==> src/rtl/si_tag_packetizer_if.sv <==
// Tag-in / packet-out stream bundle for si_tag_packetizer.
// The slave modport is the packetizer's view; the master modport is the
// view of whatever feeds tags in and drains packets out.
interface si_tag_packetizer_if #(
    parameter int DATA_WIDTH = 256,
    parameter int KEEP_WIDTH = (DATA_WIDTH + 7) / 8
);
    // Tag input stream
    logic                  s_axis_tvalid;
    logic                  s_axis_tready;
    logic [31:0]           s_axis_tdata;
    logic                  s_axis_tlast;
    logic [31:0]           s_axis_tuser;

    // Packet output stream
    logic                  m_axis_tvalid;
    logic                  m_axis_tready;
    logic [DATA_WIDTH-1:0] m_axis_tdata;
    logic [KEEP_WIDTH-1:0] m_axis_tkeep;
    logic                  m_axis_tlast;

    modport master (
        output s_axis_tvalid, s_axis_tdata, s_axis_tlast, s_axis_tuser, m_axis_tready,
        input  s_axis_tready, m_axis_tvalid, m_axis_tdata, m_axis_tkeep, m_axis_tlast
    );

    modport slave (
        input  s_axis_tvalid, s_axis_tdata, s_axis_tlast, s_axis_tuser, m_axis_tready,
        output s_axis_tready, m_axis_tvalid, m_axis_tdata, m_axis_tkeep, m_axis_tlast
    );
endinterface

==> src/rtl/si_tag_packetizer.sv <==
// si_tag_packetizer: packs 32-bit time tags eight per 256-bit beat behind a
// header beat carrying a sequence number and the packet's rollover time.
// Packets close on MAX_BEATS full beats, an input tlast, a rollover change,
// or an idle timeout.
// Optional macro SI_PACKETIZER_STATS_EN adds packet_count / tag_count outputs.
module si_tag_packetizer #(
    parameter int DATA_WIDTH     = 256,
    parameter int KEEP_WIDTH     = (DATA_WIDTH + 7) / 8,
    parameter int MAX_BEATS      = 16,
    parameter int TIMEOUT_CYCLES = 1024
) (
    input  logic                clk,
    input  logic                rst,
    si_tag_packetizer_if.slave  bus
`ifdef SI_PACKETIZER_STATS_EN
    ,
    output logic [31:0]         packet_count,
    output logic [31:0]         tag_count
`endif
);

    if (DATA_WIDTH != 256) begin : g_bad_width
        $error("si_tag_packetizer: only DATA_WIDTH=256 is supported");
    end
    if (KEEP_WIDTH != DATA_WIDTH / 8) begin : g_bad_keep
        $error("si_tag_packetizer: KEEP_WIDTH must be DATA_WIDTH/8");
    end
    if (MAX_BEATS < 1 || MAX_BEATS > 255) begin : g_bad_beats
        $error("si_tag_packetizer: MAX_BEATS must be 1..255");
    end
    if (TIMEOUT_CYCLES < 1 || TIMEOUT_CYCLES > 65535) begin : g_bad_timeout
        $error("si_tag_packetizer: TIMEOUT_CYCLES must be 1..65535");
    end

    typedef enum logic [1:0] {IDLE, FILL, FLUSH} state_t;

    state_t                state_q, state_d;
    logic [31:0]           seq_q, seq_d;
    logic [31:0]           roll_q, roll_d;
    logic [DATA_WIDTH-1:0] lanes_q, lanes_d;
    logic [3:0]            lane_cnt_q, lane_cnt_d;
    logic [7:0]            beat_cnt_q, beat_cnt_d;
    logic [15:0]           timer_q, timer_d;
    logic                  out_valid_q, out_valid_d;
    logic [DATA_WIDTH-1:0] out_data_q, out_data_d;
    logic [KEEP_WIDTH-1:0] out_keep_q, out_keep_d;
    logic                  out_last_q, out_last_d;

    logic                  s_ready;
    logic                  take;
    logic                  out_free;
    logic                  pend_full;
    logic                  move_full;
    logic                  move_last;
    logic                  mismatch;
    logic                  timeout;
    logic [2:0]            lane_idx;

    function automatic logic [DATA_WIDTH-1:0] header_beat(input logic [31:0] seq,
                                                          input logic [31:0] roll);
        header_beat          = '0;
        header_beat[31:0]    = seq;
        header_beat[63:32]   = roll;
        header_beat[79:64]   = 16'h5349;
        header_beat[87:80]   = 8'h01;
    endfunction

    function automatic logic [KEEP_WIDTH-1:0] lane_keep(input logic [3:0] cnt);
        lane_keep = '0;
        for (int i = 0; i < 8; i++) begin
            if (4'(i) < cnt) lane_keep[4*i +: 4] = 4'hF;
        end
    endfunction

    // Next-state, lane packing and output-register loading
    always_comb begin
        state_d     = state_q;
        seq_d       = seq_q;
        roll_d      = roll_q;
        lanes_d     = lanes_q;
        lane_cnt_d  = lane_cnt_q;
        beat_cnt_d  = beat_cnt_q;
        timer_d     = timer_q;
        out_valid_d = out_valid_q && !bus.m_axis_tready;
        out_data_d  = out_data_q;
        out_keep_d  = out_keep_q;
        out_last_d  = out_last_q;
        s_ready     = 1'b0;
        take        = 1'b0;
        lane_idx    = lane_cnt_q[2:0];

        // Output register can take a new beat when empty or being drained.
        out_free  = !out_valid_q || bus.m_axis_tready;
        pend_full = (lane_cnt_q == 4'd8);
        move_full = (state_q == FILL) && pend_full && out_free;
        move_last = move_full && (beat_cnt_q == 8'(MAX_BEATS - 1));
        mismatch  = bus.s_axis_tvalid && (bus.s_axis_tuser != roll_q);
        timeout   = 1'b0;

        case (state_q)
            IDLE: begin
                s_ready = out_free;
                take    = s_ready && bus.s_axis_tvalid;
                if (take) begin
                    out_valid_d   = 1'b1;
                    out_data_d    = header_beat(seq_q, bus.s_axis_tuser);
                    out_keep_d    = '1;
                    out_last_d    = 1'b0;
                    seq_d         = seq_q + 32'd1;
                    roll_d        = bus.s_axis_tuser;
                    lanes_d       = '0;
                    lanes_d[31:0] = bus.s_axis_tdata;
                    lane_cnt_d    = 4'd1;
                    beat_cnt_d    = 8'd0;
                    timer_d       = 16'd0;
                    state_d       = bus.s_axis_tlast ? FLUSH : FILL;
                end
            end

            FILL: begin
                // A full beat blocks input until it can leave; the packet's
                // closing beat also blocks, so the next tag opens a new header.
                s_ready = (!pend_full || (move_full && !move_last)) && !mismatch;
                take    = s_ready && bus.s_axis_tvalid;
                timeout = !take && (timer_q == 16'(TIMEOUT_CYCLES - 1));

                if (move_full) begin
                    out_valid_d = 1'b1;
                    out_data_d  = lanes_q;
                    out_keep_d  = '1;
                    out_last_d  = move_last;
                    beat_cnt_d  = beat_cnt_q + 8'd1;
                    lanes_d     = '0;
                    lane_cnt_d  = 4'd0;
                    lane_idx    = 3'd0;
                end
                if (take) begin
                    lanes_d[{lane_idx, 5'b0} +: 32] = bus.s_axis_tdata;
                    lane_cnt_d = lane_cnt_d + 4'd1;
                end

                timer_d = take ? 16'd0 : timer_q + 16'd1;

                if (move_last) begin
                    state_d = IDLE;
                    timer_d = 16'd0;
                end else if ((take && bus.s_axis_tlast) || mismatch || timeout) begin
                    state_d = FLUSH;
                    timer_d = 16'd0;
                end
            end

            FLUSH: begin
                // Closing beat; with no pending lanes it is an empty tlast marker.
                if (out_free) begin
                    out_valid_d = 1'b1;
                    out_data_d  = lanes_q;
                    out_keep_d  = lane_keep(lane_cnt_q);
                    out_last_d  = 1'b1;
                    lanes_d     = '0;
                    lane_cnt_d  = 4'd0;
                    beat_cnt_d  = 8'd0;
                    state_d     = IDLE;
                end
            end

            default: state_d = IDLE;
        endcase
    end

    // State and datapath registers
    always_ff @(posedge clk) begin
        if (rst) begin
            state_q     <= IDLE;
            seq_q       <= '0;
            roll_q      <= '0;
            lanes_q     <= '0;
            lane_cnt_q  <= '0;
            beat_cnt_q  <= '0;
            timer_q     <= '0;
            out_valid_q <= 1'b0;
            out_data_q  <= '0;
            out_keep_q  <= '0;
            out_last_q  <= 1'b0;
        end else begin
            state_q     <= state_d;
            seq_q       <= seq_d;
            roll_q      <= roll_d;
            lanes_q     <= lanes_d;
            lane_cnt_q  <= lane_cnt_d;
            beat_cnt_q  <= beat_cnt_d;
            timer_q     <= timer_d;
            out_valid_q <= out_valid_d;
            out_data_q  <= out_data_d;
            out_keep_q  <= out_keep_d;
            out_last_q  <= out_last_d;
        end
    end

    assign bus.s_axis_tready = s_ready && !rst;
    assign bus.m_axis_tvalid = out_valid_q;
    assign bus.m_axis_tdata  = out_data_q;
    assign bus.m_axis_tkeep  = out_keep_q;
    assign bus.m_axis_tlast  = out_last_q;

`ifdef SI_PACKETIZER_STATS_EN
    logic [31:0] packet_count_q, packet_count_d;
    logic [31:0] tag_count_q, tag_count_d;

    // Packet and tag counters, free-running with wrap
    always_comb begin
        packet_count_d = packet_count_q;
        tag_count_d    = tag_count_q;
        if (out_valid_q && bus.m_axis_tready && out_last_q) packet_count_d = packet_count_q + 32'd1;
        if (take) tag_count_d = tag_count_q + 32'd1;
    end

    // Counter registers
    always_ff @(posedge clk) begin
        if (rst) begin
            packet_count_q <= '0;
            tag_count_q    <= '0;
        end else begin
            packet_count_q <= packet_count_d;
            tag_count_q    <= tag_count_d;
        end
    end

    assign packet_count = packet_count_q;
    assign tag_count    = tag_count_q;
`endif

endmodule

==> src/flat_wrapper.sv <==
// flat-port wrapper written by rule: the top's interface ports become plain ports
module si_tag_packetizer_flat 
#(
    parameter int DATA_WIDTH     = 256,
    parameter int KEEP_WIDTH     = (DATA_WIDTH + 7) / 8,
    parameter int MAX_BEATS      = 16,
    parameter int TIMEOUT_CYCLES = 1024
)
  (clk, rst, bus_s_axis_tvalid, bus_s_axis_tdata, bus_s_axis_tlast, bus_s_axis_tuser, bus_m_axis_tready, bus_s_axis_tready, bus_m_axis_tvalid, bus_m_axis_tdata, bus_m_axis_tkeep, bus_m_axis_tlast);
  si_tag_packetizer_if #(.DATA_WIDTH(DATA_WIDTH), .KEEP_WIDTH(KEEP_WIDTH)) bus_i ();
  input  logic clk;
  input  logic rst;
  input wire logic [$bits(bus_i.s_axis_tvalid)-1:0] bus_s_axis_tvalid;
  input wire logic [$bits(bus_i.s_axis_tdata)-1:0] bus_s_axis_tdata;
  input wire logic [$bits(bus_i.s_axis_tlast)-1:0] bus_s_axis_tlast;
  input wire logic [$bits(bus_i.s_axis_tuser)-1:0] bus_s_axis_tuser;
  input wire logic [$bits(bus_i.m_axis_tready)-1:0] bus_m_axis_tready;
  output wire logic [$bits(bus_i.s_axis_tready)-1:0] bus_s_axis_tready;
  output wire logic [$bits(bus_i.m_axis_tvalid)-1:0] bus_m_axis_tvalid;
  output wire logic [$bits(bus_i.m_axis_tdata)-1:0] bus_m_axis_tdata;
  output wire logic [$bits(bus_i.m_axis_tkeep)-1:0] bus_m_axis_tkeep;
  output wire logic [$bits(bus_i.m_axis_tlast)-1:0] bus_m_axis_tlast;
  assign bus_i.s_axis_tvalid = bus_s_axis_tvalid;
  assign bus_i.s_axis_tdata = bus_s_axis_tdata;
  assign bus_i.s_axis_tlast = bus_s_axis_tlast;
  assign bus_i.s_axis_tuser = bus_s_axis_tuser;
  assign bus_i.m_axis_tready = bus_m_axis_tready;
  assign bus_s_axis_tready = bus_i.s_axis_tready;
  assign bus_m_axis_tvalid = bus_i.m_axis_tvalid;
  assign bus_m_axis_tdata = bus_i.m_axis_tdata;
  assign bus_m_axis_tkeep = bus_i.m_axis_tkeep;
  assign bus_m_axis_tlast = bus_i.m_axis_tlast;
  si_tag_packetizer #(.DATA_WIDTH(DATA_WIDTH), .KEEP_WIDTH(KEEP_WIDTH), .MAX_BEATS(MAX_BEATS), .TIMEOUT_CYCLES(TIMEOUT_CYCLES)) u_core (.clk(clk), .rst(rst), .bus(bus_i));
endmodule
==> config.mk <==
export PLATFORM = sky130hd
export DESIGN_NAME = si_tag_packetizer_flat
export DESIGN_NICKNAME = d
export VERILOG_FILES = /design/src/rtl/si_tag_packetizer_if.sv /design/src/rtl/si_tag_packetizer.sv /design/src/flat_wrapper.sv
export SDC_FILE = /design/constraint.sdc
export NUM_CORES = 1
export LEC_CHECK = 0
export BUFFER_PORTS_ARGS = -buffer_cell sky130_fd_sc_hd__buf_2
export CAP_MARGIN = 0
export CORE_ASPECT_RATIO = 0.5
export CORE_MARGIN = 1.5
export CORE_UTILIZATION = 57
export DETAILED_ROUTE_END_ITERATION = 7
export PLACE_DENSITY = 0.85
export SETUP_SLACK_MARGIN = 0.05
export SYNTH_ARGS = -nofsm -noshare
export SYNTH_HDL_FRONTEND = slang
export SYNTH_SLANG_ARGS = --single-unit
export TNS_END_PERCENT = 20
==> constraint.sdc <==
create_clock -name clk -period 3.2 [get_ports clk]
set_input_delay 0.32 -clock clk [delete_from_list [all_inputs] [get_ports clk]]
set_output_delay 0.32 -clock clk [all_outputs]
set_load 0.01 [all_outputs]
Word-level counts from Yosys, hierarchy flattened:

Index checks and enable logic that the tools add are counted.
Widths: inputs -> output; s select.

* multiplexer cells: 55
* reduce and logical (&&, ||, !) cells: 31
* eq/ne operators: 10
* shift-type cells: 2
* add/sub/neg operators: 5
* $lt $le $gt $ge: 8

Operators by type and width (count)
* $mux 256: 8
* $pmux 256 s3: 2
* $bwmux 256: 1
* $shift 32x10->256 const A: 1
* $shiftx 32x10->256: 1
* $mux 32: 3
* $pmux 32 s3: 1
* $mux 16: 4
* $mux 4: 13
* $add 32x1->32 const B: 1
* $ne 32x32->1: 1
* $pmux 16 s2: 1
* $mux 8: 3
* $pmux 8 s3: 1
* $add 16x1->16 const B: 1
* $eq 16x10->1 const B: 1
* $lt 3x4->1 const A: 4
* $logic_and 1x1->1: 12
* $pmux 4 s3: 1
* $mux 2: 5
* $neg 8->10: 1
* $add 8x1->8 const B: 1
* $eq 8x4->1 const B: 1
* $lt 1x4->1 const A: 2
* other kinds (20): 41

* logic and storage cells: 122
* register bits after elaboration: 640
* output and inout port bits: 291
* bits of input ports: 69

Depth between registers and ports, before layout:

* depth in word-level cells: 15
* mapped depth: 11

Least setup slack after synthesis:

No wires, ideal clock.

* kind: register to register
* from: register u_core.lane_cnt_q[0]
* to: register u_core.lanes_q[66]
* buffers on the path: 2
* path slack: 0.667 ns
* data required time: 3.083 ns
* stages on the path, launching flop included: 11
* setup time: 0.117 ns
* arrival: 2.416 ns
* period minus slack after synthesis: 2.533 ns
* path through: dfxtp_1 > inv_1 > ha_1 > nand4b_1 > nor3_1 > a22o_1 > nand3_4 > buf_6 > o41a_4 > buf_6 > a22o_1

* word-level cells in the longest chain between the ends: 11
* elaborated cells on any way between the ends: 20
* those cells by class: add/sub (1); eq/ne (1); shift (2); mux (7); reduce/logical (9)

RTL lines
* from (decl): RTL line si_tag_packetizer.sv:41 `logic [3:0] lane_cnt_q, lane_cnt_d;`
* from (signal assigned): RTL line si_tag_packetizer.sv:190 `lane_cnt_q <= lane_cnt_d;`
* branches (longest 9 deep; another with $neg 8->10)
* $mux 256 (*): RTL line si_tag_packetizer.sv:137 `if (take) begin`
* $pmux 256 s3 (*): RTL line si_tag_packetizer.sv:100 `case (state_q)`
* to (signal assigned): RTL line si_tag_packetizer.sv:189 `lanes_q <= lanes_d;`
* to (decl): RTL line si_tag_packetizer.sv:40 `logic [DATA_WIDTH-1:0] lanes_q, lanes_d;`

Mark *: on every way between the ends. The select of a mux whose other input is x is not followed.
A chain may end at the register's enable or synchronous reset.

Worst setup path in the final report:

* from: register u_core.state_q[1]
* to: register u_core.lanes_q[144]

* word-level cells in the longest chain between the ends: 11
* elaborated cells on any way between the ends: 25
* those cells by class: add/sub (1); eq/ne (4); shift (2); mux (7); reduce/logical (11)

RTL lines
* from (decl): RTL line si_tag_packetizer.sv:37 `state_t state_q, state_d;`
* from (signal assigned): RTL line si_tag_packetizer.sv:186 `state_q <= state_d;`
* branches (longest 11 deep; another with $neg 8->10)

Several ways; the timed one is not identified. The select of a mux whose other input is x is not followed.

==> impl_results.md <==
* Outcome: complete, but fails checks
* Failing checks: design-rule violations
* Initial core utilization at 58.6%
* H-tree Lvls at 2
* Placement Cell Area at between 20000 and 30000 sq um
* Via count at roughly 22000
* Fraction of final layout cells sized beyond drive strength 1 at between 15 and 20%
* Residual DRC count at 2
* Data required time at the worst endpoint at roughly 3.7 ns
* Placer Congestion at roughly 0.92
* Wire length of the first global-routing pass at approximately 110000 um
* Number of antenna violations at the first check in global routing at 6
* Clock-pin transition on the worst setup and hold timing paths at 0.07 ns
* Count of TritonRoute iterations in the first routing pass at 8
* Final HPWL from detailed placement at between 40000 and 50000 um
* Share of async-settable or async-resettable flops after synthesis at 0%
* Gate count of the mapped netlist at ~2700
* Core ar. at 41100 sq um
* Count of input and output buffers at ~360
* Max-slew violation count at 0
* IO Count at 360
* Synthesized flop and latch total at ~600
* Number of nets in the layout at slightly above 3000
* Most instantiated cells after synthesis: sky130_fd_sc_hd__dfxtp_1, sky130_fd_sc_hd__nand2_1, sky130_fd_sc_hd__nand3_1
* Setup repair after global routing missed its margin: no
* Clock latency on the worst-skew pair at 0.62 ns
* Number of sinks on the clock net at 616
* Via count of the first global-routing pass at about 20000
* End-of-flow core utilization at ~69%
* Setup WS post-layout at ~0.15 ns
* Crit path from: u_core.state_q[1]
* CTS tree: yes
* Finish-stage setup viols at 0
* Endpoints failing hold at 0
* Leak Pwr at about 11 nW
* Area added between synthesis and finish at 18.2%
* Synth Warn # at 0
* Class of the tightest hold or removal check: input port to flop
* R2R setup slack at ~0.15 ns
* Maximum number of pins on one net before global-route repair at 159
* Power per unit of standard cell area at 694 nW/um^2
* Sum Neg Setup Slack at 0 ns
* Die Footprint at 43500 sq um
* Category of the worst setup path capture point: flop
* Worst-case clock skew at ~0.024 ns
* Maximum vdd drop at 0.519 mV
* Element type at the critical path start: flop
* Wire length per cell at 21.3 um
* Post-synth EDFFs at 0
* Period minus WS final at 3.05 ns
* Cell variety after synth at 62
* Cell chosen for the clock root: sky130_fd_sc_hd__clkbuf_16
* Worst hold path startpoint: bus_s_axis_tuser[17]
* Standard-cell row count at between 50 and 60
* Dominant cells by area after synthesis: sky130_fd_sc_hd__dfxtp_1, sky130_fd_sc_hd__nand2_1, sky130_fd_sc_hd__nand3_1
* Overall die height at 148 um
* Combined global-route utilization of all metal layers at ~34%
* Die span in x at around 290 um
* Buffers from clock root to sink, at most at 3
* Category of the most critical setup path: flop to flop
* Sequential-to-total area share from yosys stat at 51.2%
* Leading cell type by number of instances after synthesis: sky130_fd_sc_hd__dfxtp_1
* Final Instance Area at between 20000 and 30000 sq um
* Total Wirelength at about 77000 um
* Vias per cell at 6.11
* Post-Synthesis Cell Area at approximately 24000 sq um
* Critical register-to-register path startpoint: u_core.state_q[1]
* Proportion of netlist area held by the largest area contributor at 51.2%
* Post-synthesis area per instance at 8.84 sq um
* Actual slew at the worst max-slew pin at around 1.2 ns
* Arrival time reported for the critical path endpoint at 3.53 ns
* Primary FF master, synth: sky130_fd_sc_hd__dfxtp_1
* Residual antenna-violating net count after detailed routing at 0
* Initial detailed-routing violation count at around 2800
* Maximum Capacitance Violations at 0
* Worst slew margin relative to its limit at a little under a fifth
* Max Clk Rate at ~0.33 GHz
* Post-synth net total at about 2800
* Critical path fanouts, max at 32
* Final period utilization at between 90% and 100%
* Final global-route overflow total at 0
* Setup Slack @ Placement at 0.330 ns
* Clock buffer count from CTS at between 50 and 60
* Synth area leader: sky130_fd_sc_hd__dfxtp_1
==> worst max-delay path: stages, from the launching register on <==
cell and delay, ns:
sky130_fd_sc_hd__dfxtp_1 0.34, sky130_fd_sc_hd__inv_1 0.12, sky130_fd_sc_hd__ha_1 0.28, sky130_fd_sc_hd__nand4b_1 0.26
sky130_fd_sc_hd__buf_4 0.22, sky130_fd_sc_hd__nor3_1 0.19, sky130_fd_sc_hd__a22o_1 0.26, sky130_fd_sc_hd__nand3_4 0.14
sky130_fd_sc_hd__or4_2 0.70, sky130_fd_sc_hd__buf_12 0.22, sky130_fd_sc_hd__mux2i_1 0.16
==> cell type report <==
type | instances | area (sq um)
flip-flops and latches | 616 | 12300
diodes | 4 | 10.0
multi-input cells | 1824 | 10600
well taps | 567 | 709
clock buffers | 65 | 1420
inverters | 30 | 113
clock inverters | 25 | 378
repair buffers | 465 | 2890
fillers | 3030 | 12600
==> through the flow <==
stage                     power, mW  instances  hold slack, ns
after detailed placement       12.9       3469           0.440
after global routing           20.4       3594          0.0121
after CTS                      19.6       3589         0.00192
final                          19.8       3596          0.0165
after global placement         12.8       3469           0.436
after floorplan                11.5       2722           0.439
==> layout by cell type (no fill, tap or decap), drive strengths merged, types with 8 or more instances in the layout <==
cell           n
dfxtp        616
buf          435
nand2        414
nand3        271
a21oi        238
o21ai        147
nor2         137
mux2i        129
a211oi        79
a22o          65
clkbuf        65
xor2          52
and2          38
inv           36
nor2b         35
a32o          32
dlygate4sd3   30
nor3          25
nand4         24
xnor2         21
nor4          20
a311oi        11
and3          11
ha            11
and4          10
o211ai         8
or3            8
clkinv         8
==> layer usage <==
metal	routed length [um]	share of wire [%]	track usage [%]	up-vias
met5	48	0.063	0	-
met4	4530	5.9	19.0	6
met3	7550	9.9	7.23	286
met2	34400	45	51.9	1248
met1	30000	39	43.9	10400
li1	-	-	-	10000
==> sequential cells by signal, indices dropped and copies added (netlist names) <==
register / count
u_core.bus.m_axis_tdata: 256
u_core.roll_q: 32
u_core.lane_cnt_q: 4
u_core.bus.m_axis_tvalid: 1
u_core.state_q: 2
u_core.bus.m_axis_tlast: 1
u_core.lanes_q: 256
u_core.bus.m_axis_tkeep: 8
u_core.seq_q: 32
u_core.beat_cnt_q: 8
u_core.timer_q: 16
==> repair_timing <==
action	CTS	global route
endpoints found under the hold margin	30	0
gates resized for setup	0	6
setup endpoints to repair	0	1
hold buffers	30	0
buffers inserted	0	3
==> worst paths after layout <==
check | end | depth (start not counted)
max | u_core.lanes_q[144] | 10
min | u_core.roll_q[17] | 3
max reg2reg | u_core.lanes_q[144] | 10
min reg2reg | u_core.bus.m_axis_tdata[166] | 2
==> report_power, final <==
group | switching [mW] | internal [mW] | total [mW] | leakage, nW
Clock | 3.01 | 3.75 | 6.77 | 0.873
Combinational | 3.19 | 1.35 | 4.54 | 5.55
Sequential | 0.317 | 8.14 | 8.46 | 4.99
==> logic make-up (layout without fill, tap and decap cells) <==
family / count (synthesis) / count (layout) / synth area share (%)
other: 0 / 4 / 0
xor gates and xnor gates: 73 / 73 / 2.66
buffers and inverters: 282 / 585 / 5.21
and+or+nand+nor: 1006 / 1006 / 19.2
AOI/OAI and AO/OA: 605 / 605 / 15.8
muxes: 129 / 129 / 5.36
adders and majority gates: 11 / 11 / 0.572
DFF: 616 / 616 / 51.2
(Power assumes the default switching activity.)
